$ cat config.mk
export PLATFORM = sky130hd
export DESIGN_NAME = xmit_feeder
export DESIGN_NICKNAME = d
export VERILOG_FILES = /design/src/rtl/uart_pkg.sv /design/src/rtl/byte_fifo.sv /design/src/rtl/xmit_feeder.sv
export SDC_FILE = /design/constraint.sdc
export NUM_CORES = 1
export LEC_CHECK = 0
export ABC_CLOCK_PERIOD_IN_PS = 2700
export BUFFER_PORTS_ARGS = -buffer_cell sky130_fd_sc_hd__clkbuf_2
export CORE_MARGIN = 5
export CORE_UTILIZATION = 55
export DETAILED_ROUTE_END_ITERATION = 10
export HOLD_SLACK_MARGIN = 0.12
export PLACE_DENSITY = 0.78
export REMOVE_ABC_BUFFERS = 1
export SLEW_MARGIN = 5
export SYNTH_ARGS = -nofsm -noshare
export SYNTH_HDL_FRONTEND = slang
export SYNTH_SLANG_ARGS = --single-unit
$ cat constraint.sdc
create_clock -name clk -period 2.7 [get_ports clk]
set_input_delay 0 -clock clk [delete_from_list [all_inputs] [get_ports clk]]
set_output_delay 0 -clock clk [all_outputs]
set_load 0.02 [all_outputs]
$ cat src/rtl/uart_pkg.sv
// Shared UART definitions: transmit-feeder FSM encoding, default FIFO depth
// and inter-character gap, plus a small constant helper for parameter checks.
// Reused by the receive side, so keep the defaults here rather than in a module.
package uart_pkg;

  localparam int DEFAULT_DEPTH      = 16;
  // One bit time at 115200 baud from a 12 MHz clock.
  localparam int DEFAULT_GAP_CYCLES = 104;

  typedef enum logic [1:0] {
    ST_IDLE  = 2'd0,
    ST_SEND  = 2'd1,
    ST_DRAIN = 2'd2,
    ST_GAP   = 2'd3
  } feeder_state_e;

  // True when v is a positive power of two.
  function automatic bit is_pow2(input int v);
    return (v > 0) && ((v & (v - 1)) == 0);
  endfunction

endpackage

$ cat src/rtl/byte_fifo.sv
// byte_fifo: power-of-two byte FIFO with show-ahead read.
// Ports:
//   clk, reset_n      clock, asynchronous active-low reset
//   wr_en, wr_data    enqueue request and byte (ignored while full)
//   rd_en             dequeue the head byte (ignored while empty)
//   rd_data           head byte, valid while empty=0
//   full, empty       decoded from the registered count
//   count             bytes stored, 0..DEPTH
//   overflow          one-cycle pulse after an edge that dropped a write
module byte_fifo
  import uart_pkg::*;
#(
  parameter int DEPTH = DEFAULT_DEPTH,
  parameter int AW    = $clog2(DEPTH)
) (
  input  logic          clk,
  input  logic          reset_n,
  input  logic          wr_en,
  input  logic [7:0]    wr_data,
  input  logic          rd_en,
  output logic [7:0]    rd_data,
  output logic          full,
  output logic          empty,
  output logic [AW:0]   count,
  output logic          overflow
);

  localparam logic [AW:0] FULL_COUNT = (AW + 1)'(DEPTH);

  if (!is_pow2(DEPTH) || (DEPTH < 2)) begin : g_bad_depth
    $error("byte_fifo: DEPTH must be a power of two and at least 2");
  end

  logic [7:0]    mem_q [DEPTH];
  logic [AW-1:0] wptr_q, wptr_d;
  logic [AW-1:0] rptr_q, rptr_d;
  logic [AW:0]   count_q, count_d;
  logic          ovf_q, ovf_d;
  logic          wr_ok_s;
  logic          rd_ok_s;

  assign full     = (count_q == FULL_COUNT);
  assign empty    = (count_q == '0);
  assign count    = count_q;
  assign overflow = ovf_q;
  assign rd_data  = mem_q[rptr_q];

  // Accept/pop qualification and next-state for pointers, count and overflow.
  always_comb begin
    // A write while full is dropped even if a pop frees a slot on the same edge.
    wr_ok_s = wr_en && !full;
    rd_ok_s = rd_en && !empty;
    wptr_d  = wr_ok_s ? (wptr_q + AW'(1)) : wptr_q;
    rptr_d  = rd_ok_s ? (rptr_q + AW'(1)) : rptr_q;
    ovf_d   = wr_en && full;
    case ({wr_ok_s, rd_ok_s})
      2'b10:   count_d = count_q + (AW + 1)'(1);
      2'b01:   count_d = count_q - (AW + 1)'(1);
      default: count_d = count_q;
    endcase
  end

  // Pointer, count and overflow registers.
  always_ff @(posedge clk or negedge reset_n) begin
    if (!reset_n) begin
      wptr_q  <= '0;
      rptr_q  <= '0;
      count_q <= '0;
      ovf_q   <= 1'b0;
    end else begin
      wptr_q  <= wptr_d;
      rptr_q  <= rptr_d;
      count_q <= count_d;
      ovf_q   <= ovf_d;
    end
  end

  // Storage array; contents are don't-care after reset so it carries none.
  always_ff @(posedge clk) begin
    if (wr_ok_s) begin
      mem_q[wptr_q] <= wr_data;
    end
  end

endmodule

$ cat src/rtl/xmit_feeder.sv
// xmit_feeder: buffered byte source for the UART transmitter. Bytes written
// through wr_en/wr_data are queued in byte_fifo and handed one at a time to
// xmit through the char/sendchar/busy handshake.
// Ports:
//   clk, reset_n      clock, asynchronous active-low reset
//   wr_data, wr_en    byte to enqueue and its strobe
//   full, empty       FIFO occupancy flags
//   count             bytes queued (excludes the byte handed to xmit)
//   overflow          one-cycle pulse when a write was dropped
//   tx_char, tx_send  to xmit char / sendchar (registered)
//   tx_busy           from xmit busy
// Build option: define XMIT_FEEDER_GAP_EN to hold the line idle for
// GAP_CYCLES clocks after each character.
module xmit_feeder
  import uart_pkg::*;
#(
  parameter int DEPTH      = DEFAULT_DEPTH,
  parameter int AW         = $clog2(DEPTH),
  parameter int GAP_CYCLES = DEFAULT_GAP_CYCLES
) (
  input  logic          clk,
  input  logic          reset_n,
  input  logic [7:0]    wr_data,
  input  logic          wr_en,
  output logic          full,
  output logic          empty,
  output logic [AW:0]   count,
  output logic          overflow,
  output logic [7:0]    tx_char,
  output logic          tx_send,
  input  logic          tx_busy
);

  if (GAP_CYCLES < 1) begin : g_bad_gap
    $error("xmit_feeder: GAP_CYCLES must be at least 1");
  end

  feeder_state_e state_q, state_d;
  logic [7:0]    tx_char_q, tx_char_d;
  logic          tx_send_q, tx_send_d;
  logic          pop_s;
  logic [7:0]    head_s;
  logic          empty_s;

`ifdef XMIT_FEEDER_GAP_EN
  localparam int GW = (GAP_CYCLES > 1) ? $clog2(GAP_CYCLES) : 1;
  // Loaded on DRAIN->GAP; GAP exits when it reaches zero, giving GAP_CYCLES clocks in GAP.
  localparam logic [GW-1:0] GAP_LOAD = GW'(GAP_CYCLES - 1);
  logic [GW-1:0] gap_cnt_q, gap_cnt_d;
`endif

  byte_fifo #(
    .DEPTH (DEPTH),
    .AW    (AW)
  ) u_fifo (
    .clk      (clk),
    .reset_n  (reset_n),
    .wr_en    (wr_en),
    .wr_data  (wr_data),
    .rd_en    (pop_s),
    .rd_data  (head_s),
    .full     (full),
    .empty    (empty_s),
    .count    (count),
    .overflow (overflow)
  );

  assign empty   = empty_s;
  assign tx_char = tx_char_q;
  assign tx_send = tx_send_q;

  // Handshake FSM: next state, pop strobe and registered xmit outputs.
  always_comb begin
    state_d   = state_q;
    tx_char_d = tx_char_q;
    tx_send_d = tx_send_q;
    pop_s     = 1'b0;
`ifdef XMIT_FEEDER_GAP_EN
    gap_cnt_d = gap_cnt_q;
`endif
    case (state_q)
      ST_IDLE: begin
        // tx_char only changes here, so it is stable for the whole character.
        if (!empty_s) begin
          pop_s     = 1'b1;
          tx_char_d = head_s;
          tx_send_d = 1'b1;
          state_d   = ST_SEND;
        end else begin
          state_d   = ST_IDLE;
        end
      end
      ST_SEND: begin
        // busy already high on entry counts as acceptance right away.
        if (tx_busy) begin
          tx_send_d = 1'b0;
          state_d   = ST_DRAIN;
        end else begin
          tx_send_d = 1'b1;
        end
      end
      ST_DRAIN: begin
        // No timeout: a stuck busy parks here while the FIFO keeps filling.
        if (!tx_busy) begin
`ifdef XMIT_FEEDER_GAP_EN
          gap_cnt_d = GAP_LOAD;
          state_d   = ST_GAP;
`else
          state_d   = ST_IDLE;
`endif
        end else begin
          state_d   = ST_DRAIN;
        end
      end
      ST_GAP: begin
`ifdef XMIT_FEEDER_GAP_EN
        if (gap_cnt_q == '0) begin
          state_d   = ST_IDLE;
        end else begin
          gap_cnt_d = gap_cnt_q - GW'(1);
        end
`else
        state_d = ST_IDLE;
`endif
      end
      default: begin
        state_d   = ST_IDLE;
        tx_send_d = 1'b0;
      end
    endcase
  end

  // FSM state and xmit output registers; reset drops tx_send without a clock.
  always_ff @(posedge clk or negedge reset_n) begin
    if (!reset_n) begin
      state_q   <= ST_IDLE;
      tx_char_q <= 8'h00;
      tx_send_q <= 1'b0;
    end else begin
      state_q   <= state_d;
      tx_char_q <= tx_char_d;
      tx_send_q <= tx_send_d;
    end
  end

`ifdef XMIT_FEEDER_GAP_EN
  // Inter-character gap counter.
  always_ff @(posedge clk or negedge reset_n) begin
    if (!reset_n) begin
      gap_cnt_q <= '0;
    end else begin
      gap_cnt_q <= gap_cnt_d;
    end
  end
`endif

endmodule

==> results of run 1 <==
-- cell usage after synthesis, drive strengths merged, types with 4 or more instances --
| cell type | number |
|---|---|
| nor2 | 16 |
| nand2 | 19 |
| o221ai | 8 |
| clkbuf | 6 |
| nor3 | 6 |
| buf | 12 |
| xor2 | 4 |
| ha | 9 |
| mux2i | 16 |
| nand2b | 6 |
| dfrtp | 25 |
| edfxtp | 128 |
| xnor2 | 8 |
| inv | 4 |
| mux4 | 32 |
| o21ai | 4 |
-- flip-flops by register name (all words and copies together), names as in the netlist --
| signal | count |
|---|---|
| u_fifo.mem_q | 128 |
| tx_char | 8 |
| u_fifo.count | 5 |
| u_fifo.rptr_q | 4 |
| u_fifo.wptr_q | 4 |
| state_q | 2 |
| tx_send | 1 |
| u_fifo.overflow | 1 |
-- critical path, cell delays in order (launching register included) --
cell and delay (ns):
dfrtp_1 0.43, or3_4 0.37, o31ai_4 0.22, inv_2 0.12
ha_2 0.26, xor2_1 0.18, ha_1 0.22, o21a_1 0.17
o21ai_0 0.14, a22oi_1 0.12, xnor2_1 0.14
-- power groups by stage --
| stage | sequential (mW) | combinational (mW) | clock, mW |
|---|---|---|---|
| floorplan | 3.53 | 1.37 | 0 |
| global placement | 3.25 | 2.37 | 0 |
| detailed placement | 3.28 | 2.43 | 0 |
| CTS | 3.24 | 2.47 | 2.26 |
| global route | 3.28 | 2.67 | 2.38 |
| finish | 3.23 | 2.43 | 2.24 |
-- layer usage --
metal	global-route usage	share of wire	vias up
li1	-	-	1424
met1	0.253	0.42	1568
met4	0.0712	0.016	0
met2	0.310	0.51	103
met5	0	0	-
met3	0.0381	0.048	13
-- cells in the final DEF (no fill, tap or decap), drive strengths merged --
cell and instances:
dfrtp 25, buf 25, edfxtp 128, clkbuf 50
o31ai 1, xnor2 8, nand4 2, ha 9
o21ai 4, nor3b 2, a22oi 1, o221ai 8
and3b 1, bufinv 1, clkinv 3, nand2 19
or3 1, o21a 1, a31o 1, a21boi 2
a21oi 2, xor2 4, nor3 6, nor4 1
nand2b 6, nor2 16, a21o 1, and3 1
inv 9, a311oi 1, clkinvlp 1, mux4 32
dlygate4sd3 11, a211oi 1, mux2 1, mux2i 16
and2 2, nor2b 2
-- area by class of cell --
| cell class | count | area (um^2) | share of cell area |
|---|---|---|---|
| inverters | 4 | 15.0 | 0.00207 |
| flip-flops and latches | 153 | 4470 | 0.616 |
| well taps | 140 | 175 | 0.0241 |
| repair buffers | 64 | 450 | 0.0620 |
| multi-input cells | 152 | 1590 | 0.219 |
| clock inverters | 10 | 88.8 | 0.0122 |
| clock buffers | 22 | 474 | 0.0653 |
-- stage by stage --
step | hold WS [ns] | util
6_report | 0.143 | 0.664
5_1_grt | 0.198 | 0.664
4_1_cts | 0.153 | 0.664
3_5_place_dp | 0.0535 | 0.602
3_3_place_gp | 0.0364 | 0.602
2_1_floorplan | -0.296 | -
-- cell families (layout without fill, tap and decap cells) --
group           after synthesis  after routing
compound gates               23             23
xor+xnor                     12             12
fa+ha+maj                     9              9
buf+inv                      22            100
flops                       153            153
mux                          49             49
simple gates                 59             59
-- worst max path at each step --
stage / start / end / slack (ns) / cells after the start
floorplan: u_fifo.count[1] / u_fifo.count[4] / -0.11 / 10
global placement: u_fifo.count[3] / u_fifo.count[4] / 0.22 / 10
detailed placement: u_fifo.count[3] / u_fifo.count[4] / 0.13 / 10
CTS: u_fifo.count[3] / u_fifo.count[4] / 0.11 / 10
global route: u_fifo.count[3] / u_fifo.count[4] / 0.04 / 10
finish: u_fifo.count[3] / u_fifo.count[4] / 0.22 / 10
-- what timing repair did --
item,4_1_cts,5_1_grt
gates resized for setup,0,1
setup endpoints to repair,0,2
hold endpoints to repair,157,0
hold buffers,11,0
==> summary.txt, run 1 <==
Outcome
  • Status: complete, no violations

Detailed routing
  • WL/cell: 20.9 um
  • Routed Antenna Nets: 0
  • Vias: 3108
  • Drt pass-1 iters: 4
  • Via density: 5.70
  • DR iter-0 viols: 297
  • WL final: 11400 um
  • DR DRC count: 0

Setup path
  • Crit. End Element: register
  • Required time of the worst setup path: 2.99 ns
  • Register-to-Register Path Depth: 10
  • Critical R2R Launch: u_fifo.count[3]
  • Reg-to-reg slack, setup: 0.22 ns
  • Critical Path Source Type: register
  • Kind of critical path: reg -> reg
  • Reg-to-Reg End: u_fifo.count[4]
  • Crit path DAT: 2.77 ns
  • Critical Path Fanout Max: 7

Timing
  • Final WS setup: 0.218 ns
  • Period utilization: 0.919
  • Worst-margin pin slew: 0.872 ns
  • RSZ-0062 raised after global routing: false
  • Final min period: 2.48 ns
  • TNS Setup: 0 ns
  • Final hold violations: 0
  • Worst Clk Skew: 0.0112 ns
  • Fmax: 403 MHz
  • Fin. max-slew vios: 0
  • Relative slew slack: 0.417
  • # setup viols final: 0

Clocking
  • Post-CTS setup buffer count: 0
  • Clock Sink Count: 153
  • Max clock buf depth: 2
  • CTS Buf Count: 17
  • CTS root buffer: clkbuf_16
  • Clock slew at reported path FFs: 0.06 ns
  • Clock Latency Late Sink: 0.41 ns
  • CTS H-tree depth: 4
  • CTS tree: done

Synthesis
  • Library cells used by synthesis: 41
  • Post-synth EDFFs: 128
  • Yosys reg bits: 153
  • Post-synthesis mux area share: 0.145
  • Leading area contributor after synthesis: edfxtp_1
  • Post-synth top flop: edfxtp_1
  • Synth area leaders: edfxtp_1 (62%), mux4_2 (12%), dfrtp_1 (10%), mux2i_1 (2.6%), ha_1 (1.8%)
  • Mapped Avg Cell Area: 18.9 um^2
  • Ys async rst share: 0.163
  • Adder-cell area share of the yosys netlist: 0.0182
  • Synth Area in Simple Gates: 0.0468
  • Mapped Area: 6170 um^2
  • XOR/XNOR Fraction of Synth Area: 0.0170
  • Cells after synthesis: 327
  • Yosys top cell area share: 0.623
  • Synth Area in Compound Gates: 0.0304
  • Register area share after synthesis: 0.724
  • Largest family of logic cells by synthesized area: multiplexers
  • Synth warn: 0

Power and ir drop
  • Int Pwr: 5.42 mW
  • Power consumption: 7.90 mW
  • PwrDens: 1090 nW/um^2
  • Power share of the sequential group: 0.409
  • Logic gate share of total power: 0.308
  • Max IR drop VDD: 0.710 mV
  • Leakage: 2.60 nW
  • Switching share of power: 0.313
  • Clock power share: 0.283
  • NetSw: 2.48 mW

Floorplanning
  • IO Pins: 29
  • Row cnt: 38
  • Core area: 10900 um^2
  • Initial Utilization: 0.564
  • Die Area: 13400 um^2
  • Die width: 116 um
  • Die Y: 116 um

Placement
  • Placed insts: 502
  • Setup slack at placement: 0.127 ns
  • Routability congestion estimate: 0.807
  • Placed cell area: 6590 um^2
  • Number of buffers added on ports: 28
  • Hpwl dp: 7230 um

Global route
  • First-pass GRT wire length: 18400 um
  • Vias in the first global route: 3327
  • Largest net degree at the start of global routing: 34
  • Initial antenna violation count: 0
  • Total GRT Usage: 0.189
  • Global route overflow: 0

Cells and area
  • Fin area: 7260 um^2
  • Fill cells: 710
  • Area Growth Syn to Fin: 17.7%
  • Final #Nets: 413
  • Antenna diode count: 0
  • Layout cells sized above 1: 0.309
  • Non-filler cells, final: 545

Run
  • # Max-Cap Violations: 0

Worst hold path
  • Hold WC Path Type: in -> async
No activity file was read; power rests on OpenSTA's default activity.
==> run 2, diff against run 1 <==
--- a/config.mk
+++ b/config.mk
@@ -5,13 +5,13 @@
 export SDC_FILE = /design/constraint.sdc
 export NUM_CORES = 1
 export LEC_CHECK = 0
-export ABC_CLOCK_PERIOD_IN_PS = 2700
+export ABC_CLOCK_PERIOD_IN_PS = 3100
 export BUFFER_PORTS_ARGS = -buffer_cell sky130_fd_sc_hd__clkbuf_2
 export CORE_MARGIN = 5
-export CORE_UTILIZATION = 55
+export CORE_UTILIZATION = 60
 export DETAILED_ROUTE_END_ITERATION = 10
 export HOLD_SLACK_MARGIN = 0.12
-export PLACE_DENSITY = 0.78
+export PLACE_DENSITY = 0.81
 export REMOVE_ABC_BUFFERS = 1
 export SLEW_MARGIN = 5
 export SYNTH_ARGS = -nofsm -noshare
==> constraint.sdc (replaced) <==
create_clock -name clk -period 3.1 [get_ports clk]
set_input_delay 0 -clock clk [delete_from_list [all_inputs] [get_ports clk]]
set_output_delay 0 -clock clk [all_outputs]
set_load 0.02 [all_outputs]
==> run 2 against run 1 <==
Compared with the run above: core utilization grew 5.2 points; fmax shrank 7.7%; sequential power shrank 12%; final cell count shrank 1.3%; non-clock buffer count shrank 3; clock power shrank 9%; critical endpoint unchanged.
==> summary.txt, run 2 (synthesis gave the netlist of run 1 again) <==
Setup path
  • Critical R2R Launch: u_fifo.count[1]
  • Required time of the worst setup path: 3.50 ns (+0.51 ns)
  • Kind of critical path: reg -> reg
  • Crit path max-delay cell type: dfrtp_1
  • Crit path DAT: 3.09 ns (+0.32 ns)
  • Critical Path Fanout Max: 10 (+3)
  • Register-to-Register Path Depth: 10 (unchanged)
  • Critical Path Source Type: register
  • Crit. End Element: register
  • Reg-to-Reg End: u_fifo.count[4]
  • Critical Path Max Stage Delay: 0.49 ns (+0.06 ns)
  • Most frequent cell on the critical path: ha_1
  • CP Launch Point: u_fifo.count[1]
  • Worst-path cell chain: or3_4, o31ai_4, inv_2, ha_1, xor2_1, ha_1, o21a_1, o21ai_0, a22oi_1, xnor2_1
  • Reg-to-reg slack, setup: 0.41 ns (+0.19 ns)

Floorplanning
  • Die Area: 12400 um^2 (-7.6%)
  • Die width: 111 um (-3.9%)
  • Initial Utilization: 0.606 (+0.0416)
  • Die Y: 111 um (-3.9%)
  • Row cnt: 37 (-2.6%)
  • Core area: 10200 um^2 (-6.9%)
  • IO Pins: 29 (unchanged)

Detailed routing
  • DR DRC count: 0 (unchanged)
  • Routed Antenna Nets: 0 (unchanged)
  • WL/cell: 22.0 um (+5.4%)
  • DR iter-0 viols: 235 (-21%)
  • WL final: 11800 um (+4.1%)
  • Via density: 5.93 (+4.0%)
  • Vias: 3191 (+2.7%)
  • Drt pass-1 iters: 4 (unchanged)

Worst hold path
  • Hold path depth: 3
  • Worst hold endpoint: state_q[0]
  • Hold WC Path Type: in -> reg
  • Worst hold start: tx_busy

Global route
  • First-pass GRT wire length: 19000 um (+3.3%)
  • Total GRT Usage: 0.206 (+0.0170)
  • Vias in the first global route: 3341 (+0.42%)
  • Initial antenna violation count: 0 (unchanged)
  • Largest net degree at the start of global routing: 34 (unchanged)
  • Global route overflow: 0 (unchanged)

Cells and area
  • Final #Nets: 410 (-0.73%)
  • Fin area: 7290 um^2 (+0.40%)
  • Largest register by flop count: u_fifo.mem_q
  • Final core utilization: 0.716 (+0.0518)
  • Most common cell after layout, fill and taps aside: edfxtp_1
  • Most frequent cells in the layout: edfxtp_1 (128), mux4_2 (32), clkbuf_2 (28)
  • Number of flip-flops in the largest register: 128 (unchanged)
  • Layout cells sized above 1: 0.303 (-0.00516)
  • Antenna diode count: 0 (unchanged)
  • Area Growth Syn to Fin: 18.1%

Timing
  • Final min period: 2.69 ns (+0.206 ns)
  • Period utilization: 0.867 (-0.0521)
  • TNS Setup: 0 ns (unchanged)
  • Fin. max-slew vios: 0 (unchanged)
  • # setup viols final: 0 (unchanged)
  • Worst Clk Skew: 0.0123 ns (+0.00107 ns)
  • Fmax: 372 MHz (-7.7%)
  • Relative slew slack: 0.651 (+0.234)
  • Final hold violations: 0 (unchanged)
  • RSZ-0062 raised after global routing: false
  • Worst-margin pin slew: 0.521 ns (-0.350 ns)

Power and ir drop
  • PwrDens: 954 nW/um^2 (-12%)
  • Leakage: 2.61 nW (+0.22%)
  • Max IR drop VDD: 0.732 mV (+3.1%)

Clocking
  • CTS root buffer: clkbuf_8
  • CTS H-tree depth: 4 (unchanged)
  • Clock Latency Late Sink: 0.52 ns (+0.11 ns)
  • CTS Buf Count: 17 (unchanged)
  • Post-CTS setup buffer count: 0 (unchanged)
  • Clock Sink Count: 153 (unchanged)
  • Clock slew at reported path FFs: 0.07 ns (about the same)
  • Max clock buf depth: 2 (unchanged)
  • CTS resizes: 0 (unchanged)
  • CTS tree: done

Outcome
  • Status: complete, no violations

Placement
  • Number of buffers added on ports: 28 (unchanged)
  • Routability congestion estimate: 0.861 (+6.8%)
  • Hpwl dp: 7110 um (-1.6%)
  • Placed cell area: 6550 um^2 (-0.65%)

Run
  • # Max-Cap Violations: 0 (unchanged)
## run 2: changes by cell type in the layout (fill, tap and decap cells not counted), moves of 2 or more
cell / before / now
buf_4: 24 / 19
clkbuf_1: 2 / 0
inv_4: 3 / 0
clkinv_2: 3 / 0
clkbuf_8: 3 / 1
clkinv_8: 0 / 4
inv_6: 2 / 5
inv_8: 0 / 4
## run 2: worst max path at each step
stage	endpoint	slack (ns)
2_1_floorplan	u_fifo.count[4]	0.29
3_3_place_gp	u_fifo.count[4]	0.51
3_5_place_dp	u_fifo.count[4]	0.43
4_1_cts	u_fifo.count[4]	0.42
5_1_grt	u_fifo.count[4]	0.22
6_report	u_fifo.count[4]	0.41
## run 2: critical path: cells and delay by family (launching register included)
family	cells	cell delay (ns)
buf+inv	1	0.12
simple gates	1	0.46
fa+ha+maj	2	0.55
compound gates	4	0.63
flops	1	0.49
xor+xnor	2	0.33
## run 2: stage by stage
stage                     power (mW)  instances  hold WS, ns  setup slack, ns
after floorplan                 4.27        309       -0.296            0.289
after detailed placement        4.93        493       0.0569            0.435
after global placement          4.84        493       0.0490            0.512
after CTS                       7.00        538        0.229            0.416
after global routing            7.32        538        0.256            0.224
final                           6.96        538        0.241            0.411
## run 2: cell type report
class | count | area, um^2
clock buffer | 17 | 414
clock inverter | 15 | 193
multi-input combinational | 152 | 1590
tap | 136 | 170
sequential | 153 | 4470
timing repair buffer | 61 | 443
fill | 595 | 2890
inverter | 4 | 15.0
## run 2: timing repair
| action | in CTS | in global routing |
|---|---|---|
| endpoints found under the setup margin | 0 | 0 |
| hold endpoints to repair | 161 | 0 |
| hold buffers | 13 | 0 |
## run 2: report_power, final
group	leakage, nW	internal (mW)	switching [mW]
Sequential	1.46	2.57	0.275
Clock	0.297	1.13	0.913
Combinational	0.856	0.958	1.12
## run 2: routing by layer
metal  GRT usage  routed length [um]  up-vias
li1            -                   -     1418
met1       0.267                4700     1655
met2       0.353                6390      106
met3      0.0495                 660       12
met4      0.0560                  95        0
met5           0                   0        -
